<file path="src/rtl/led_pkg.sv">
// Shared constants for the LED message scroller: character width, message
// length, pointer width and the power-on message (0,1,...,F).
package led_pkg;

  localparam int CHAR_W  = 4;
  localparam int MSG_LEN = 16;
  localparam int PTR_W   = $clog2(MSG_LEN);

  // Entry i holds character code i; used at reset and by the bench.
  localparam logic [15:0][3:0] DEFAULT_MSG = {
    4'hF, 4'hE, 4'hD, 4'hC, 4'hB, 4'hA, 4'h9, 4'h8,
    4'h7, 4'h6, 4'h5, 4'h4, 4'h3, 4'h2, 4'h1, 4'h0
  };

endpackage

</file>
<file path="src/rtl/led_step_timer.sv">
// Scroll prescaler: counts unpaused clocks 0..STEP_CYCLES-1 and flags the
// terminal-count cycle. The count holds while pause is high.
module led_step_timer #(
  parameter int STEP_CYCLES = 4
) (
  input  logic clk,
  input  logic reset,
  input  logic pause,
  output logic o_tc
);

  localparam int CNT_W = $clog2(STEP_CYCLES);

  logic [CNT_W-1:0] r_count;
  logic             w_tc;

  // Pausing on the terminal cycle suppresses the step and keeps the count.
  assign w_tc = (r_count == CNT_W'(STEP_CYCLES - 1)) && !pause;
  assign o_tc = w_tc;

  always_ff @(posedge clk or posedge reset) begin
    if (reset) begin
      r_count <= '0;
    end else if (!pause) begin
      r_count <= w_tc ? '0 : r_count + CNT_W'(1);
    end
  end

endmodule

</file>
<file path="src/rtl/led_msg_scroller.sv">
// Message memory plus sliding 4-character window for the LED digit driver.
// Optional `LED_SCROLL_DIR_EN adds a dir input for reverse scrolling.
module led_msg_scroller
  import led_pkg::*;
#(
  parameter int MSG_LEN     = led_pkg::MSG_LEN,
  parameter int CHAR_W      = led_pkg::CHAR_W,
  parameter int STEP_CYCLES = 50_000_000,
  localparam int PW         = $clog2(MSG_LEN)
) (
  input  logic              clk,
  input  logic              reset,
  input  logic              wr_en,
  input  logic [PW-1:0]     wr_addr,
  input  logic [CHAR_W-1:0] wr_data,
  input  logic              pause,
`ifdef LED_SCROLL_DIR_EN
  input  logic              dir,
`endif
  output logic [CHAR_W-1:0] char3,
  output logic [CHAR_W-1:0] char2,
  output logic [CHAR_W-1:0] char1,
  output logic [CHAR_W-1:0] char0,
  output logic              step,
  output logic [PW-1:0]     ptr
);

  logic [CHAR_W-1:0] r_mem [MSG_LEN];
  logic [PW-1:0]     r_ptr;
  logic              r_step;
  logic [CHAR_W-1:0] r_char3, r_char2, r_char1, r_char0;
  logic              w_tc;

  led_step_timer #(
    .STEP_CYCLES(STEP_CYCLES)
  ) u_timer (
    .clk  (clk),
    .reset(reset),
    .pause(pause),
    .o_tc (w_tc)
  );

  always_ff @(posedge clk or posedge reset) begin
    if (reset) begin
      for (int i = 0; i < MSG_LEN; i++) begin
        r_mem[i] <= CHAR_W'(DEFAULT_MSG[i]);
      end
    end else if (wr_en) begin
      r_mem[wr_addr] <= wr_data;
    end
  end

  // Power-of-two MSG_LEN lets the pointer wrap by natural overflow.
  always_ff @(posedge clk or posedge reset) begin
    if (reset) begin
      r_ptr  <= '0;
      r_step <= 1'b0;
    end else begin
      r_step <= w_tc;
      if (w_tc) begin
`ifdef LED_SCROLL_DIR_EN
        r_ptr <= dir ? r_ptr - PW'(1) : r_ptr + PW'(1);
`else
        r_ptr <= r_ptr + PW'(1);
`endif
      end
    end
  end

  always_ff @(posedge clk or posedge reset) begin
    if (reset) begin
      r_char3 <= CHAR_W'(DEFAULT_MSG[0]);
      r_char2 <= CHAR_W'(DEFAULT_MSG[1]);
      r_char1 <= CHAR_W'(DEFAULT_MSG[2]);
      r_char0 <= CHAR_W'(DEFAULT_MSG[3]);
    end else begin
      r_char3 <= r_mem[r_ptr];
      r_char2 <= r_mem[r_ptr + PW'(1)];
      r_char1 <= r_mem[r_ptr + PW'(2)];
      r_char0 <= r_mem[r_ptr + PW'(3)];
    end
  end

  assign char3 = r_char3;
  assign char2 = r_char2;
  assign char1 = r_char1;
  assign char0 = r_char0;
  assign step  = r_step;
  assign ptr   = r_ptr;

endmodule

</file>
<file path="config.mk">
export PLATFORM = sky130hd
export DESIGN_NAME = led_msg_scroller
export DESIGN_NICKNAME = d
export VERILOG_FILES = /design/src/rtl/led_pkg.sv /design/src/rtl/led_step_timer.sv /design/src/rtl/led_msg_scroller.sv
export SDC_FILE = /design/constraint.sdc
export NUM_CORES = 1
export LEC_CHECK = 0
export CAP_MARGIN = 10
export CORE_UTILIZATION = 58
export DETAILED_ROUTE_END_ITERATION = 6
export DONT_BUFFER_PORTS = 1
export PLACE_DENSITY = 0.83
export SLEW_MARGIN = 10
export SYNTH_ARGS = -nofsm -noshare
export SYNTH_HDL_FRONTEND = slang
export SYNTH_SLANG_ARGS = --single-unit
</file>
<file path="constraint.sdc">
create_clock -name clk -period 3.3 [get_ports clk]
set_input_delay 0.66 -clock clk [delete_from_list [all_inputs] [get_ports clk]]
set_output_delay 0.66 -clock clk [all_outputs]
set_load 0.05 [all_outputs]
</file>
Yosys cells after proc, flatten, opt, wreduce, memory -nomap -nowiden
Index checks and enable logic that the tools add are counted.
- flip-flop bits (word level): 111
- bits of input ports: 12
- output and inout port bits: 21
- logic and storage cells: 58
- add/sub/neg operators: 4
- $lt $le $gt $ge: 6
- equality and inequality tests: 1
- mux-type cells: 16
- bitwise logic cells: 5
- reductions and logical operators: 3
- operators with widths (kind ; count):
    binary-select mux 4 bit (select 4 bit) ; 4
    bitwise mux 64 bit ; 1
    2-to-1 mux 4 bit ; 9
    adder 26 x 1 -> 26 bit (second input constant) ; 1
    == test 26 bit (second input constant) ; 1
    2-to-1 mux 26 bit ; 1
    >= comparator 5 bit (second input constant) ; 5
    inverter 4 -> 5 bit ; 5
    demux 4 bit (select 4 bit) ; 1
    adder 4 x 2 -> 4 bit (second input constant) ; 2
    < comparator 5 x 1 -> 1 bit (second input constant) ; 1
    adder 4 x 1 -> 4 bit (second input constant) ; 1
    logical AND 1 bit ; 2
    logical NOT 1 bit ; 1

Longest topological paths before layout
Gate-level depths: netlist (run 1).
- word-level depth: 6
- mapped depth: 12

By module
Synthesis (run 1) repeated with hierarchy kept, for this count alone.
- cells, all modules: 543
- area total of the unflattened synthesis: 6655.1 sq um
- modules (own cells, without submodules) (module ; times used ; cells an instance ; area an instance (sq um) ; seq. area each (sq um)):
    led_msg_scroller ; 1 ; 408 ; 5258.8 ; 2172.1
    led_step_timer ; 1 ; 135 ; 1396.3 ; 650.6

Worst setup path after synthesis (run 1)
OpenSTA, ideal clock, no wires.
- path kind: reg2reg
- start: register r_ptr[1] (netlist: ptr[1])
- end: register r_char1[2] (netlist: char1[2])
- setup time: 0.138 ns
- arrival: 3.650 ns
- data required time: 3.162 ns
- setup slack: -0.489 ns
- cell stages (with the launch flop): 10
- buffers on the path: 5
- period minus slack after synthesis: 3.789 ns
- cells stage by stage: dfrtp_1 -> buf_2 -> buf_1 -> clkbuf_1 -> inv_1 -> ha_1 -> clkbuf_1 -> clkbuf_1 -> mux4_2 -> mux4_2
- cells in the longest elaborated chain, start to end: 5
- ends and longest elaborated chain (item ; line ; RTL):
    start: declaration ; led_msg_scroller.sv:29 ; logic [PW-1:0] r_ptr;
    start signal: assignment ; led_msg_scroller.sv:64 ; r_ptr <= r_ptr + PW'(1);
    adder 4 x 2 -> 4 bit ; led_msg_scroller.sv:79 ; r_char1 <= r_mem[r_ptr + PW'(2)];
    inverter 4 -> 5 bit (not written as such) ; led_msg_scroller.sv:79 ;
    binary-select mux 4 bit (select 4 bit) ; led_msg_scroller.sv:79 ;
    2-to-1 mux 4 bit (not written as such) (2 in series) ; led_msg_scroller.sv:79 ;
    end signal: assignment ; led_msg_scroller.sv:74 ; r_char1 <= CHAR_W'(DEFAULT_MSG[2]);
    end signal: assignment ; led_msg_scroller.sv:79 ;
    end: declaration ; led_msg_scroller.sv:31 ; logic [CHAR_W-1:0] r_char3, r_char2, r_char1, r_char0;
No other way between the ends. The select of a mux whose other input is x is not followed.
A chain may end at the register's enable or synchronous reset.

Worst setup path after layout (run 1)
- start: register r_ptr[0] (netlist: ptr[0])
- end: register r_char2[1] (netlist: char2[1])
- cells in the longest elaborated chain, start to end: 5
- ends and longest elaborated chain (item ; line ; RTL):
    adder 4 x 1 -> 4 bit ; led_msg_scroller.sv:78 ; r_char2 <= r_mem[r_ptr + PW'(1)];
    inverter 4 -> 5 bit (not written as such) ; led_msg_scroller.sv:78 ;
    binary-select mux 4 bit (select 4 bit) ; led_msg_scroller.sv:78 ;
    2-to-1 mux 4 bit (not written as such) (2 in series) ; led_msg_scroller.sv:78 ;
    end signal: assignment ; led_msg_scroller.sv:73 ; r_char2 <= CHAR_W'(DEFAULT_MSG[1]);
    end signal: assignment ; led_msg_scroller.sv:78 ;
    end: declaration ; led_msg_scroller.sv:31 ;
No other way between the ends. The select of a mux whose other input is x is not followed.

==> results of run 1 <==
[cell usage after synthesis (4+ instances only)]
cell type,number
buf_2,7
nor2_1,32
nand2b_1,4
dfstp_2,36
inv_1,9
a21oi_1,7
nand3_1,13
nand4_1,7
clkbuf_1,14
and3_1,5
mux2_2,66
ha_1,5
mux4_2,63
xor2_1,13
nor3_1,6
mux2i_1,22
nand2_1,17
o21ai_0,4
xnor2_1,17
dfrtp_1,75
nand3b_1,5
[per-stage QoR]
step,cells,util [%],area (sq um)
2_1_floorplan,471,-,6470
3_3_place_gp,600,61.4,6650
3_5_place_dp,600,61.4,6650
4_1_cts,616,63.0,6830
5_1_grt,616,63.0,6830
6_report,616,63.0,6830
[routing by layer]
metal	up-vias	track usage, %
met2	244	41.1
met5	-	0
met4	0	9.30
met1	2169	39.1
met3	31	7.63
li1	1788	-
[cell type report]
| cell class | count | share of cell area, % |
|---|---|---|
| inverter | 10 | 0.605 |
| sequential | 111 | 41.4 |
| timing repair buffer | 15 | 1.83 |
| clock buffer | 11 | 1.92 |
| clock inverter | 5 | 0.587 |
| tap | 140 | 2.57 |
| multi-input combinational | 324 | 51.1 |
[worst min path at each step]
stage	from	end	slack (ns)
after floorplan	u_timer.r_count[6]	u_timer.r_count[6]	0.45
after global placement	u_timer.r_count[6]	u_timer.r_count[6]	0.46
after detailed placement	u_timer.r_count[18]	u_timer.r_count[18]	0.48
after CTS	reset	u_timer.r_count[8]	0.18
after global routing	reset	u_timer.r_count[8]	0.20
final	reset	char2[3]	0.18
[report_power, final]
group,switching [uW],total [uW],internal [uW]
sequential,477,2180,1700
combinational,236,699,463
clock,474,760,285
[flip-flops by register name (all words and copies together), names as in the netlist]
signal	flops
ptr	4
r_mem	64
char2	4
step	1
char3	4
char0	4
u_timer.r_count	26
char1	4
[cell families (layout without fill, tap and decap cells)]
logic type                 after synthesis  in the layout  synth area share [%]
AOI/OAI and AO/OA                       29             29                  2.98
xor gates and xnor gates                30             30                  4.07
adders and majority gates                5              5                 0.969
buffers and inverters                   36             41                  2.40
DFF                                    111            111                  43.7
muxes                                  151            151                  36.9
and+or+nand+nor                        109            109                  8.97
==> run summary, run 1 <==
======================================================================================
Biggest area contributors in the synthesized netlist                      dfrtp_1 (29%), mux4_2 (22%), dfstp_2 (15%)
Leakage Power                                                               0.00275 uW
Max Transition Viols Final                                                           0
Cell Chain, Critical Path                                                 buf_4 > ha_1 > xor2_1 > buf_4 > mux4_2 > nor3_1 > a221oi_1 > o21a_1
Initial antenna violation count                                                      0
Critical-path cell with the highest stage delay                                dfrtp_2
Wire length of the first global-routing pass                                 23,200 um
Count of synthesis-stage warnings from yosys                                         0
Final WS setup                                                                0.612 ns
Layout-stage area growth over the synthesis result                               5.70%
Transition time of the tightest slew-check pin                                0.760 ns
Vias post-DR                                                                     4,232
# nets final                                                                       488
Filler cell count in the final layout                                              816
Timing startpoint of the critical path                                          ptr[0]
Post-CTS repair timing setup buffer count                                            0
Cell count along the critical path                                                   8
Syn_area_per_cell                                                           13.7 sq um
CP Buf/Inv Count                                                                     2
Post-cts hold buffer count                                                           0
Post-DR vias/cell                                                                 6.87
Fraction of layout cells with a size suffix above 1                              42.9%
Worst setup slack after placement                                             0.684 ns
Detail Route met2 WL                                                           6820 um
DPL Wire Length                                                              10,500 um
Outcome                                                                   finished clean
Met3 WL post-DR                                                                1450 um
Biggest cell delay along the critical path                                     0.60 ns
Kind of start point of the critical path                                      register
Required time of the worst setup path                                          3.58 ns
Pin count of the biggest net entering global routing                                60
Routed length per placed instance                                              23.5 um
Worst max-slew margin expressed relative to the limit                            48.8%
RSZ-0062 raised after global routing                                             false
Leading register cell type out of synthesis                                    dfrtp_1
Critical path endpoint                                                        char2[1]
Min Tclk post-route                                                            2.69 ns
Final Hold Fails                                                                     0
Clock insertion delay at the later pin of the skew report                      0.39 ns
Ratio of final minimum period to clock period                                    81.4%
Iteration count of the initial detailed-routing pass                                 5
Num CTS Buffers                                                                      9
Commonest non-fill, non-tap cells in the layout                           dfrtp_1 (73), mux2_2 (66), mux4_2 (63), dfstp_2 (36), nor2_1 (32)
Core area                                                                 10,800 sq um
CP max FO                                                                           16
Async set-or-reset flop fraction in the synthesized netlist                       100%
Number of nets with antenna violations after routing                                 0
Detailed-route DRC error count                                                       0
Capturing element type of the critical path                                   register
Area used by sequential logic in the layout                                 2830 sq um
TritonCTS clock tree                                                             built
Footprint of the multi-input gates                                          3490 sq um
Met1 wire length                                                               5880 um
Maximum number of buffers from clock root to sink                                    2
Clock tree root driver cell                                                   clkbuf_8
Class of the tightest hold or removal check                                   in2async
Peak clock frequency supported by timing                                     0.372 GHz
Launch point of the worst reg-to-reg path                                       ptr[0]
Terminus of the critical flop-to-flop path                                    char2[1]
Total wire length after detailed routing                                     14,500 um
Total of max-cap violations                                                          0
Number of distinct standard cells referenced by the synthesized netlist             47
Total setup violations reported at the end of the flow                               0
Synth area leader                                                              dfrtp_1
Min Hold Slack                                                                0.183 ns
Top delay family on crit path                                               flip-flops
Post-cts repair resize count                                                         0
Die H                                                                           108 um
Share of the synthesized area in the top cell type                               29.1%
VDD IR-drop max                                                             0.000362 V
Starting density of the core                                                     59.6%
Depth of the worst register-to-register path                                         8
TNS Setup                                                                         0 ns
CTS H-tree depth                                                                     3
Share of synthesized area occupied by flip-flops and latches                     43.7%
Power per cell area                                                        533 nW/um^2
Clock-pin transition on the worst setup and hold timing paths                  0.10 ns
Initial DRC count                                                                  385
Area of the mapped netlist                                                  6460 sq um
Worst R2R Setup Slack                                                          0.61 ns
Full die area                                                             11,600 sq um
Flip-flop and latch count after synthesis                                          111
Count of flip-flops with a built-in enable after synthesis                           0
Category of the most critical setup path                                       reg2reg
Most repeated library cell on the critical path                                  buf_4
Number of cell rows                                                                 38
Clk sinks                                                                          111
Grt total ovfl                                                                       0
Uppermost metal layer occupied by signal nets                                     met4
Vias in the first global route                                                   4,153
Cells after synthesis                                                              471
CP Data Arrival Time                                                           2.96 ns
Antenna cells                                                                        0
Most common library cell in the layout ignoring fill and taps                  dfrtp_1
Placer congestion estimate                                                       0.974
Die Span X                                                                      108 um
Overall power of the completed layout                                          3630 uW
Number of top-level pins                                                            33
Post-Synthesis Net Count                                                           488
Quantity of I/O buffers inserted on ports                                            0
Clk_skew                                                                     0.0140 ns
Combined global-route utilization of all metal layers                            27.5%
======================================================================================
Note: power is estimated with default switching activity, not from simulation.
==> inputs of run 2 (changes only) <==
Clock period 3.3 ns to 2.4 ns, I/O delays scaled along.
==> run summary, run 2 (synthesized netlist as in run 1, its figures left out) <==
============================================================================
Outcome                                                         finished clean
Starting density of the core                                           59.6%   unchanged
Worst max-slew margin expressed relative to the limit                  56.4%   +7.6 points
Transition time of the tightest slew-check pin                      0.651 ns   -0.109 ns
Footprint of the multi-input gates                                3510 sq um   +0.75%
Post-Place Cell Area                                              6740 sq um   +1.4%
Biggest cell delay along the critical path                           0.53 ns   -0.07 ns
Number of top-level pins                                                  33   unchanged
Layout-stage area growth over the synthesis result                     7.52%
Top flop regs                                                   r_mem x64, u_timer.r_count x26
CP Data Arrival Time                                                 2.59 ns   -0.37 ns
Leakage Power                                                     0.00280 uW   +1.8%
Routed length per placed instance                                    24.1 um   +2.5%
Fraction of layout cells with a size suffix above 1                    44.6%   +1.8 points
Grt total ovfl                                                             0   unchanged
Capturing element type of the critical path                         register
Core area                                                       10,800 sq um   unchanged
Filler cell count in the final layout                                    784   -3.9%
Category of the most critical setup path                             reg2reg
Peak clock frequency supported by timing                           0.433 GHz   +16%
RSZ-0062 raised after global routing                                   false
CTS H-tree depth                                                           3   unchanged
Register ranked first by flip-flop count                               r_mem
Die H                                                                 108 um   unchanged
Max reg flops                                                             64   unchanged
Final Hold Fails                                                           0   unchanged
Most common library cell in the layout ignoring fill and taps        dfrtp_1
Vias in the first global route                                         4,318   +4.0%
Clock insertion delay at the later pin of the skew report            0.39 ns   about the same
Area used by sequential logic in the layout                       2830 sq um   about the same
Power per cell area                                              717 nW/um^2   +35%
Pin count of the biggest net entering global routing                     112   +87%
Clk sinks                                                                111   unchanged
CP max FO                                                                  6   -10
Final cell area excluding filler cells                            6940 sq um   +1.7%
Vias post-DR                                                           4,215   -0.40%
Combined global-route utilization of all metal layers                  28.2%   +0.67 points
Detailed-route DRC error count                                             0   unchanged
Full die area                                                   11,600 sq um   unchanged
Post-DR vias/cell                                                       6.75   -1.7%
Critical-path cell with the highest stage delay                       or4b_1
Kind of start point of the critical path                            register
Maximum number of buffers from clock root to sink                          2   unchanged
Ratio of final minimum period to clock period                          96.2%   +15 points
# nets final                                                             496   +1.6%
Class of the tightest hold or removal check                         in2async
Commonest non-fill, non-tap cells in the layout                 dfrtp_1 (72), mux2_2 (66), mux4_2 (63), dfstp_2 (36), nor2_1 (32)
Placer congestion estimate                                             0.889   -8.8%
Clock-pin transition on the worst setup and hold timing paths        0.10 ns   about the same
Clk_skew                                                           0.0102 ns   -0.00372 ns
VDD IR-drop max                                                   0.000599 V   +65%
Max Transition Viols Final                                                 0   unchanged
Total of max-cap violations                                                0   unchanged
Num CTS Buffers                                                            9   unchanged
Initial antenna violation count                                            0   unchanged
Min Tclk post-route                                                  2.31 ns   -0.378 ns
Quantity of I/O buffers inserted on ports                                  0   unchanged
DPL Wire Length                                                    11,000 um   +4.5%
Total wire length after detailed routing                           15,000 um   +3.9%
Wire length of the first global-routing pass                       23,900 um   +3.0%
CP Buf/Inv Count                                                           1   -1
Iteration count of the initial detailed-routing pass                       5   unchanged
Initial DRC count                                                        403   +4.7%
Clock tree root driver cell                                         clkbuf_8
TNS Setup                                                               0 ns   unchanged
Cell Chain, Critical Path                                       or4b_1 > or4_4 > nor4_4 > buf_6 > mux2_2
Top delay family on crit path                                   simple AND/OR/NAND/NOR gates
Antenna cells                                                              0   unchanged
Required time of the worst setup path                                2.68 ns   -0.90 ns
Number of nets with antenna violations after routing                       0   unchanged
Die Span X                                                            108 um   unchanged
TritonCTS clock tree                                                   built
Number of cell rows                                                       38   unchanged
Total setup violations reported at the end of the flow                     0   unchanged
============================================================================
-- run 2: changes by cell type in the layout (fill, tap and decap cells not counted), sizes merged --
cell | before | now
buf | 15 | 23
inv | 13 | 9
clkbuf | 11 | 13
clkinv | 1 | 2
clkinvlp | 1 | 2
-- run 2: power breakdown --
group / total [uW] / switching (uW) / internal (uW) / leakage [uW]
registers: 2990 / 653 / 2340 / 0.00132
logic: 965 / 328 / 637 / 0.00140
clock network: 1020 / 589 / 432 / 0.0000894
-- run 2: worst paths after layout --
path | from | to | slack [ns] | cells after the start
worst max-delay path | u_timer.r_count[8] | ptr[1] | 0.09 | 5
worst min-delay path | reset | u_timer.r_count[2] | 0.11 | 2
worst max register to register | u_timer.r_count[8] | ptr[1] | 0.09 | 5
worst min register to register | u_timer.r_count[6] | u_timer.r_count[6] | 0.48 | 1
max in group asynchronous | reset | ptr[0] | 1.83 | 2
min in group clk | pause | u_timer.r_count[1] | 0.17 | 1
-- run 2: worst reg2reg max path, stage by stage, from the launching register on --
cell     delay (ns)
dfrtp_1        0.40
or4b_1         0.53
or4_4          0.51
nor4_4         0.27
buf_6          0.16
mux2_2         0.33
-- run 2: layout make-up --
cell class / instances / area share, %
clock buffers: 13 / 2.29
well taps: 140 / 2.52
inverters: 10 / 0.667
multi-input cells: 324 / 50.6
flip-flops and latches: 111 / 40.7
repair buffers: 23 / 2.96
clock inverters: 3 / 0.252
-- run 2: stage by stage --
step           instances  setup slack (ns)  power (uW)  utilization (%)  hold WS [ns]
3_5_place_dp         606            0.0646        3970             62.2         0.475
5_1_grt              624           0.00243        5190             64.0         0.140
4_1_cts              622            0.0504        5000             63.8         0.130
2_1_floorplan        471            -0.109        3650                -         0.446
6_report             624            0.0903        4980             64.0         0.107
3_3_place_gp         606             0.103        3880             62.2         0.464
-- run 2: routing by layer --
| layer | share of wire, % | track usage (%) | vias to the layer above |
|---|---|---|---|
| met2 | 49 | 44.3 | 182 |
| li1 | - | - | 1814 |
| met3 | 6.7 | 5.21 | 37 |
| met5 | 0 | 0 | - |
| met4 | 3.5 | 14.1 | 0 |
| met1 | 40 | 37.9 | 2182 |
-- run 2: what timing repair did --
item                       CTS  global route
setup buffers                0             2
setup endpoints to repair    0             1
hold buffers                 0             0
gates resized for setup      0             2
